`src/rtl/fx3_dpo_sched.sv`:
```
// fx3_dpo_sched: round-robin scheduler that shares the FX3 upstream write path
// between the output data-port FIFOs. One port is granted per burst. Words are
// popped from that port into the write engine, and the burst closes with either
// a full packet or a PKTEND-terminated short packet.
// Optional per-port burst statistics are compiled in with FX3_SCHED_STATS_EN.
module fx3_dpo_sched #(
    parameter int         NumPorts    = 3,
    parameter int         GpifWidth   = 32,
    parameter int         BurstLen    = 256,
    parameter int         IdleTimeout = 64,
    parameter logic [7:0] EpAddrMap   = 8'b11_10_01_00
) (
    input  logic                          clk_i,
    input  logic                          rst_i,
    input  logic [NumPorts-1:0]           port_en_i,
    input  logic [NumPorts-1:0]           port_epty_i,
    input  logic [NumPorts*GpifWidth-1:0] port_dt_i,
    output logic [NumPorts-1:0]           port_rd_o,
    input  logic                          wr_rdy_i,
    output logic [GpifWidth-1:0]          dt_o,
    output logic                          dt_vld_o,
    output logic [1:0]                    sladdr_o,
    output logic                          pktend_o,
    output logic [NumPorts-1:0]           gnt_o,
    output logic                          busy_o
`ifdef FX3_SCHED_STATS_EN
    ,
    input  logic                          stats_clr_i,
    output logic [NumPorts*16-1:0]        stats_full_o,
    output logic [NumPorts*16-1:0]        stats_short_o
`endif
);

    localparam int CW = $clog2(BurstLen) + 1;
    localparam int TW = $clog2(IdleTimeout) + 1;
    localparam logic [CW-1:0] BURST_LEN  = CW'(BurstLen);
    localparam logic [CW-1:0] BURST_LAST = CW'(BurstLen - 1);
    localparam logic [TW-1:0] TO_LAST    = TW'(IdleTimeout - 1);

    typedef enum logic [2:0] {
        S_IDLE   = 3'd0,
        S_ARB    = 3'd1,
        S_XFER   = 3'd2,
        S_DRAIN  = 3'd3,
        S_PKTEND = 3'd4
    } state_t;

    state_t r_state;
    state_t w_state_next;

    logic [1:0]          r_ptr;
    logic [1:0]          r_gidx;
    logic [NumPorts-1:0] r_gnt;
    logic [1:0]          r_sladdr;
    logic [CW-1:0]       r_wcnt;
    logic [TW-1:0]       r_tcnt;
    logic                r_full;
    logic                r_dt_vld;

    // Per-port views padded to four entries so a 2-bit index is always exact.
    logic [3:0]           w_en_pad;
    logic [3:0]           w_epty_pad;
    logic [3:0]           w_elig_pad;
    logic [GpifWidth-1:0] w_dt_arr [4];

    logic       w_arb_found;
    logic [1:0] w_arb_idx;
    logic [2:0] w_sum;
    logic [1:0] w_arb_sladdr;
    logic [3:0] w_arb_gnt_pad;
    logic [1:0] w_ptr_next;
    logic       w_g_en;
    logic       w_g_epty;
    logic       w_rd;
    logic       w_last_rd;
    logic       w_timeout;
    logic [3:0] w_rd_pad;

    generate
        for (genvar gi = 0; gi < 4; gi++) begin : g_pad
            if (gi < NumPorts) begin : g_on
                assign w_en_pad[gi]   = port_en_i[gi];
                assign w_epty_pad[gi] = port_epty_i[gi];
                assign w_dt_arr[gi]   = port_dt_i[gi*GpifWidth +: GpifWidth];
            end else begin : g_off
                assign w_en_pad[gi]   = 1'b0;
                assign w_epty_pad[gi] = 1'b1;
                assign w_dt_arr[gi]   = '0;
            end
        end
    endgenerate

    assign w_elig_pad = w_en_pad & ~w_epty_pad;

    // Round-robin pick: scan offsets high to low so the lowest offset from the pointer wins.
    always_comb begin
        w_arb_found = 1'b0;
        w_arb_idx   = 2'd0;
        w_sum       = 3'd0;
        for (int k = NumPorts - 1; k >= 0; k--) begin
            w_sum = {1'b0, r_ptr} + 3'(k);
            if (w_sum >= 3'(NumPorts)) begin
                w_sum = w_sum - 3'(NumPorts);
            end
            if (w_elig_pad[w_sum[1:0]]) begin
                w_arb_found = 1'b1;
                w_arb_idx   = w_sum[1:0];
            end
        end
    end

    assign w_arb_sladdr  = EpAddrMap[{w_arb_idx, 1'b0} +: 2];
    assign w_arb_gnt_pad = 4'b0001 << w_arb_idx;
    assign w_ptr_next    = (r_gidx == 2'(NumPorts - 1)) ? 2'd0 : r_gidx + 2'd1;

    // Read qualification for the granted port; a read during reset would lose a word.
    always_comb begin
        w_g_en    = w_en_pad[r_gidx];
        w_g_epty  = w_epty_pad[r_gidx];
        w_rd      = (r_state == S_XFER) & ~rst_i & wr_rdy_i & ~w_g_epty & w_g_en
                    & (r_wcnt < BURST_LEN);
        w_last_rd = w_rd & (r_wcnt == BURST_LAST);
        w_timeout = ~w_rd & (w_g_epty | ~w_g_en) & (r_tcnt >= TO_LAST);
    end

    // State register.
    always_ff @(posedge clk_i) begin
        if (rst_i) begin
            r_state <= S_IDLE;
        end else begin
            r_state <= w_state_next;
        end
    end

    // Next-state logic; a read always takes priority over timeout expiry.
    always_comb begin
        w_state_next = r_state;
        case (r_state)
            S_IDLE:   if (|w_elig_pad) w_state_next = S_ARB;
            S_ARB:    w_state_next = w_arb_found ? S_XFER : S_IDLE;
            S_XFER: begin
                if (w_last_rd || !w_g_en || w_timeout) begin
                    w_state_next = S_DRAIN;
                end
            end
            S_DRAIN:  w_state_next = r_full ? S_IDLE : S_PKTEND;
            S_PKTEND: w_state_next = S_IDLE;
            default:  w_state_next = S_IDLE;
        endcase
    end

    // Output decode: strobes from state, data muxed from the granted FIFO one cycle after its read.
    always_comb begin
        w_rd_pad  = w_rd ? (4'b0001 << r_gidx) : 4'b0000;
        port_rd_o = w_rd_pad[NumPorts-1:0];
        pktend_o  = (r_state == S_PKTEND);
        busy_o    = (r_state != S_IDLE);
        dt_vld_o  = r_dt_vld;
        dt_o      = r_dt_vld ? w_dt_arr[r_gidx] : '0;
        gnt_o     = r_gnt;
        sladdr_o  = r_sladdr;
    end

    // Grant, pointer, counters and read-valid pipeline.
    always_ff @(posedge clk_i) begin
        if (rst_i) begin
            r_ptr    <= 2'd0;
            r_gidx   <= 2'd0;
            r_gnt    <= '0;
            r_sladdr <= 2'd0;
            r_wcnt   <= '0;
            r_tcnt   <= '0;
            r_full   <= 1'b0;
            r_dt_vld <= 1'b0;
        end else begin
            r_dt_vld <= w_rd;
            case (r_state)
                S_ARB: begin
                    if (w_arb_found) begin
                        r_gidx   <= w_arb_idx;
                        r_gnt    <= w_arb_gnt_pad[NumPorts-1:0];
                        r_sladdr <= w_arb_sladdr;
                        r_wcnt   <= '0;
                        r_tcnt   <= '0;
                        r_full   <= 1'b0;
                    end
                end
                S_XFER: begin
                    if (w_rd) begin
                        r_wcnt <= r_wcnt + 1'b1;
                        r_tcnt <= '0;
                    end else if (r_tcnt < TO_LAST) begin
                        r_tcnt <= r_tcnt + 1'b1;
                    end
                    if (w_last_rd) begin
                        r_full <= 1'b1;
                    end
                end
                S_DRAIN: begin
                    if (r_full) begin
                        r_gnt <= '0;
                        r_ptr <= w_ptr_next;
                    end
                end
                S_PKTEND: begin
                    r_gnt <= '0;
                    r_ptr <= w_ptr_next;
                end
                default: begin
                end
            endcase
        end
    end

`ifdef FX3_SCHED_STATS_EN
    generate
        for (genvar gi = 0; gi < NumPorts; gi++) begin : g_stats
            logic [15:0] r_full_cnt;
            logic [15:0] r_short_cnt;

            // Saturating per-port burst counters.
            always_ff @(posedge clk_i) begin
                if (rst_i || stats_clr_i) begin
                    r_full_cnt  <= 16'd0;
                    r_short_cnt <= 16'd0;
                end else begin
                    if (r_state == S_DRAIN && r_full && r_gidx == 2'(gi)
                        && r_full_cnt != 16'hFFFF) begin
                        r_full_cnt <= r_full_cnt + 16'd1;
                    end
                    if (r_state == S_PKTEND && r_gidx == 2'(gi)
                        && r_short_cnt != 16'hFFFF) begin
                        r_short_cnt <= r_short_cnt + 16'd1;
                    end
                end
            end

            assign stats_full_o[gi*16 +: 16]  = r_full_cnt;
            assign stats_short_o[gi*16 +: 16] = r_short_cnt;
        end
    endgenerate
`endif

endmodule
```
`config.mk`:
```
export PLATFORM = sky130hd
export DESIGN_NAME = fx3_dpo_sched
export DESIGN_NICKNAME = d
export VERILOG_FILES = /design/src/rtl/fx3_dpo_sched.sv
export SDC_FILE = /design/constraint.sdc
export NUM_CORES = 1
export LEC_CHECK = 0
export ABC_AREA = 1
export ABC_CLOCK_PERIOD_IN_PS = 2100
export CAP_MARGIN = 10
export CORE_MARGIN = 2
export CORE_UTILIZATION = 40
export CTS_BUF_LIST = sky130_fd_sc_hd__clkbuf_8
export CTS_CLUSTER_DIAMETER = 40
export CTS_CLUSTER_SIZE = 10
export DETAILED_ROUTE_END_ITERATION = 16
export PLACE_DENSITY_LB_ADDON = 0.15
export SETUP_SLACK_MARGIN = 0.3
export SLEW_MARGIN = 20
export SYNTH_ARGS = -nofsm -noshare
export SYNTH_HDL_FRONTEND = slang
export SYNTH_SLANG_ARGS = --single-unit
export TNS_END_PERCENT = 10
```
`constraint.sdc`:
```
create_clock -name clk_i -period 2.1 [get_ports clk_i]
set_input_delay 0.42 -clock clk_i [delete_from_list [all_inputs] [get_ports clk_i]]
set_output_delay 0.42 -clock clk_i [all_outputs]
set_load 0.005 [all_outputs]
```
==> results of run 1 <==
## report_power, final
group | internal, uW | leakage, uW | total, uW | switching (uW)
Clock | 256 | 0.0000357 | 444 | 188
Combinational | 507 | 0.00236 | 982 | 475
Sequential | 561 | 0.000231 | 601 | 39.7
## cell usage after synthesis
| cell | number | area [sq um] |
|---|---|---|
| inv_2 | 5 | 18.8 |
| inv_1 | 62 | 233 |
| nand3_2 | 1 | 10.0 |
| nor2_1 | 29 | 109 |
| nor3b_1 | 2 | 15.0 |
| nand2_4 | 2 | 22.5 |
| ha_1 | 5 | 62.6 |
| nand3_4 | 2 | 35.0 |
| buf_2 | 5 | 25.0 |
| a22oi_1 | 23 | 173 |
| nor3_1 | 7 | 35.0 |
| o21ai_1 | 1 | 5.00 |
| nand4_1 | 1 | 6.26 |
| xnor2_1 | 3 | 26.3 |
| nor2_2 | 3 | 18.8 |
| nand2_1 | 169 | 634 |
| a21oi_1 | 19 | 95.1 |
| buf_4 | 2 | 15.0 |
| buf_6 | 2 | 22.5 |
| o211ai_1 | 1 | 7.51 |
| clkbuf_1 | 7 | 26.3 |
| nor2_4 | 1 | 11.3 |
| nand3_1 | 44 | 220 |
| buf_1 | 3 | 11.3 |
| nand3b_1 | 3 | 22.5 |
| nor4_1 | 1 | 6.26 |
| dfxtp_1 | 28 | 561 |
| nor2_8 | 1 | 20.0 |
| xor2_1 | 6 | 52.6 |
| a21boi_4 | 1 | 18.8 |
| nand2_2 | 2 | 12.5 |
| a21oi_2 | 1 | 8.76 |
| o31ai_1 | 1 | 7.51 |
| o21ai_0 | 3 | 15.0 |
## cell type report
type | count | area (sq um) | share of cell area [%]
sequential | 28 | 577 | 10.6
inverter | 67 | 272 | 5.01
antenna | 1 | 2.50 | 0.0462
tap | 77 | 96.3 | 1.78
clock inverter | 1 | 30.0 | 0.554
clock buffer | 3 | 41.3 | 0.762
timing repair buffer | 215 | 2190 | 40.4
multi-input combinational | 332 | 2210 | 40.9
## what timing repair did
action | CTS | global route
resized for setup | 273 | 72
pin swaps | 43 | 36
buffers inserted | 31 | 3
setup endpoints to repair | 60 | 60
cloned | 6 | 0
## how the worst max path moves through the flow
stage	from	to	slack [ns]	cells after the start
floorplan	r_ptr[0]	r_wcnt[2]	0.39	11
global placement	rst_i	port_rd_o[1]	-0.26	7
detailed placement	rst_i	port_rd_o[0]	-0.32	7
CTS	r_gidx[1]	dt_o[14]	-0.007	12
global route	r_gidx[1]	dt_o[28]	-0.12	10
finish	r_gidx[1]	dt_o[28]	-0.09	10
## worst reg2reg max path: stages (launching register included)
cell,delay (ns)
dfxtp_4,0.37
buf_6,0.12
buf_4,0.14
nand2_1,0.05
nand2_1,0.04
nand2_1,0.08
nand2_2,0.07
inv_2,0.08
nand3_4,0.12
buf_8,0.17
a21boi_4,0.29
buf_6,0.19
nand3_4,0.06
a21oi_2,0.13
## cell families (layout without fill, tap and decap cells)
| logic type | Yosys count | in the layout | synth area share [%] |
|---|---|---|---|
| other | 0 | 1 | 0 |
| DFF | 28 | 28 | 21.9 |
| adders and majority gates | 5 | 5 | 2.44 |
| and+or+nand+nor | 268 | 268 | 46.0 |
| xor gates and xnor gates | 9 | 9 | 3.08 |
| AOI/OAI and AO/OA | 50 | 50 | 12.9 |
| buffers and inverters | 86 | 286 | 13.7 |
## per-layer routing
| metal | up-vias | wire [um] |
|---|---|---|
| met5 | - | 0 |
| met4 | 0 | 1040 |
| li1 | 1809 | - |
| met3 | 95 | 1240 |
| met2 | 268 | 7080 |
| met1 | 1922 | 4820 |
## sequential cells by signal, summed over array words and instances (netlist names)
register and count:
dt_vld_o 1, r_full 1, r_wcnt 9, r_tcnt 7
r_state 3, r_gidx 2, r_ptr 2, gnt_o 3
## metrics by stage
step | hold WS [ns] | std cells | setup WS, ns
final | 0.469 | 724 | -0.0855
after CTS | 0.470 | 720 | -0.00663
after global routing | 0.494 | 724 | -0.124
after global placement | 0.450 | 679 | -0.258
after floorplan | 0.440 | 446 | 0.391
after detailed placement | 0.455 | 679 | -0.321
==> flow_summary.toml, run 1 <==
[timing]
slew_headroom_pct = 69.2
rsz0062_at_grt = "true"
fin_setup_tns_ns = -0.700
worstMarginPinSlew_ns = 0.462
setup_viol = 21
period_needed_ns = 2.19
max_freq_mhz = 458
setup_ws_ns = -0.0855
final.period_utilization_pct = 104
final_hold_viol_count = 0
skew_ns = 0.00939
drv_slew = 0

[critical_path]
critPathMaxStageDelay_ns = 0.37
r2r_end = "r_wcnt[4]"
setup.worst_path.class = "flop to primary output"
reg2regPathDepth = 13
crit_slowest_cell = "dfxtp_4"
critPathMostFrequentCell = "buf_6"
critPathCaptureType = "primary output"
worstPathRequired_ns = 1.68
crit_buf_inv = 6
crit_family = "buffers and inverters"
timing.rr.start = "r_gidx[0]"
cp_cell_sequence = "buf_12 > nor2_4 > buf_6 > buf_16 > buf_6 > a22oi_2 > nand2_2 > nand2_1 > inv_1 > buf_2"
cp-start-kind = "flop"
arrival_ns = 1.77
worst-path-max-fanout = 6
rrSetupSlack_ns = 0.12

[placed_design]
post_dp_cell_area_sq_um = 4310
dp_hpwl_um = 7210
io_buffers = 147
place.gp.congestion = 0.861

[grt]
busiest_layer = "met2"
global_route.usage.met2_pct = 59.4
grt_pass1_wl_um = 18800
grt_overflow_total = 0
grt_usage_pct = 32.9
antenna_found_initial = 1
grt_pass1_vias = 3749
grt_use_met3_pct = 7.72
grt_max_degree = 34
grtUsageMet1_pct = 34.9

[floorplan]
dieArea_sq_um = 7060
rows = 29
chipHeight_um = 84.0
initial_utilization_pct = 40.8
fp.coreArea_sq_um = 6280
io_pins = 148
fp.dieW_um = 84.0

[finish]
fillCellCount = 336
layout_commonest_cell = "nand2_1"
fin_util_pct = 86.3
mostFrequentLayoutCells = "nand2_1 (121), clkdlybuf4s50_1 (104), inv_1 (55)"
area_growth_syn_to_layout_pct = 112
drive_gt1_share_pct = 38.2
layout.nets = 757
design_area_sq_um = 5420

[yosys]
syn-num-nets = 556
ys_types = 34
ys_ff_latch = 28
synth-seq-area-share_pct = 21.9
syn_area_sq_um = 2560
syn_inst = 446
yosysWarnings = 0
avgSynthCellArea_sq_um = 5.75

[routing]
ant_nets = 0
vias = 4094
wire_per_inst_um = 19.6
drt-total-wl_um = 14200
viasPerCell = 5.65
first_pass_iters = 5
first_iter_violations = 227
drc_errors = 0

[power]
power_density_nw_per_um2 = 374
power.total_uw = 2030
ir_drop_mv = 0.627
leakage_uw = 0.00262

[clocking]
cts_hold_repair.buffers = 0
h-tree-depth = 1
clockBufferDepth = 2
clock_sinks = 28
clk_pin_slew_worst_paths_ns = 0.10
cts_tree = "yes"
cts_made_buffers = 3
clock_latency_ns = 0.29
root_buffer = "clkbuf_8"

[job]
maxCapViolations = 0

[worst_hold_path]
hold_path_depth = 2
min_from = "gnt_o[2]"
hp-class = "flop to flop"
hold_path_end = "gnt_o[2]"

[run_status]
violations = "negative setup slack"
status = "complete, but fails checks"
Note: power is estimated with default switching activity, not from simulation.
==> run 2: changes to the inputs <==
Settings changed: CTS_CLUSTER_SIZE 10 to not set.
==> results of run 2 <==
No change in the layout: final DEF, timing and power equal those of run 1.
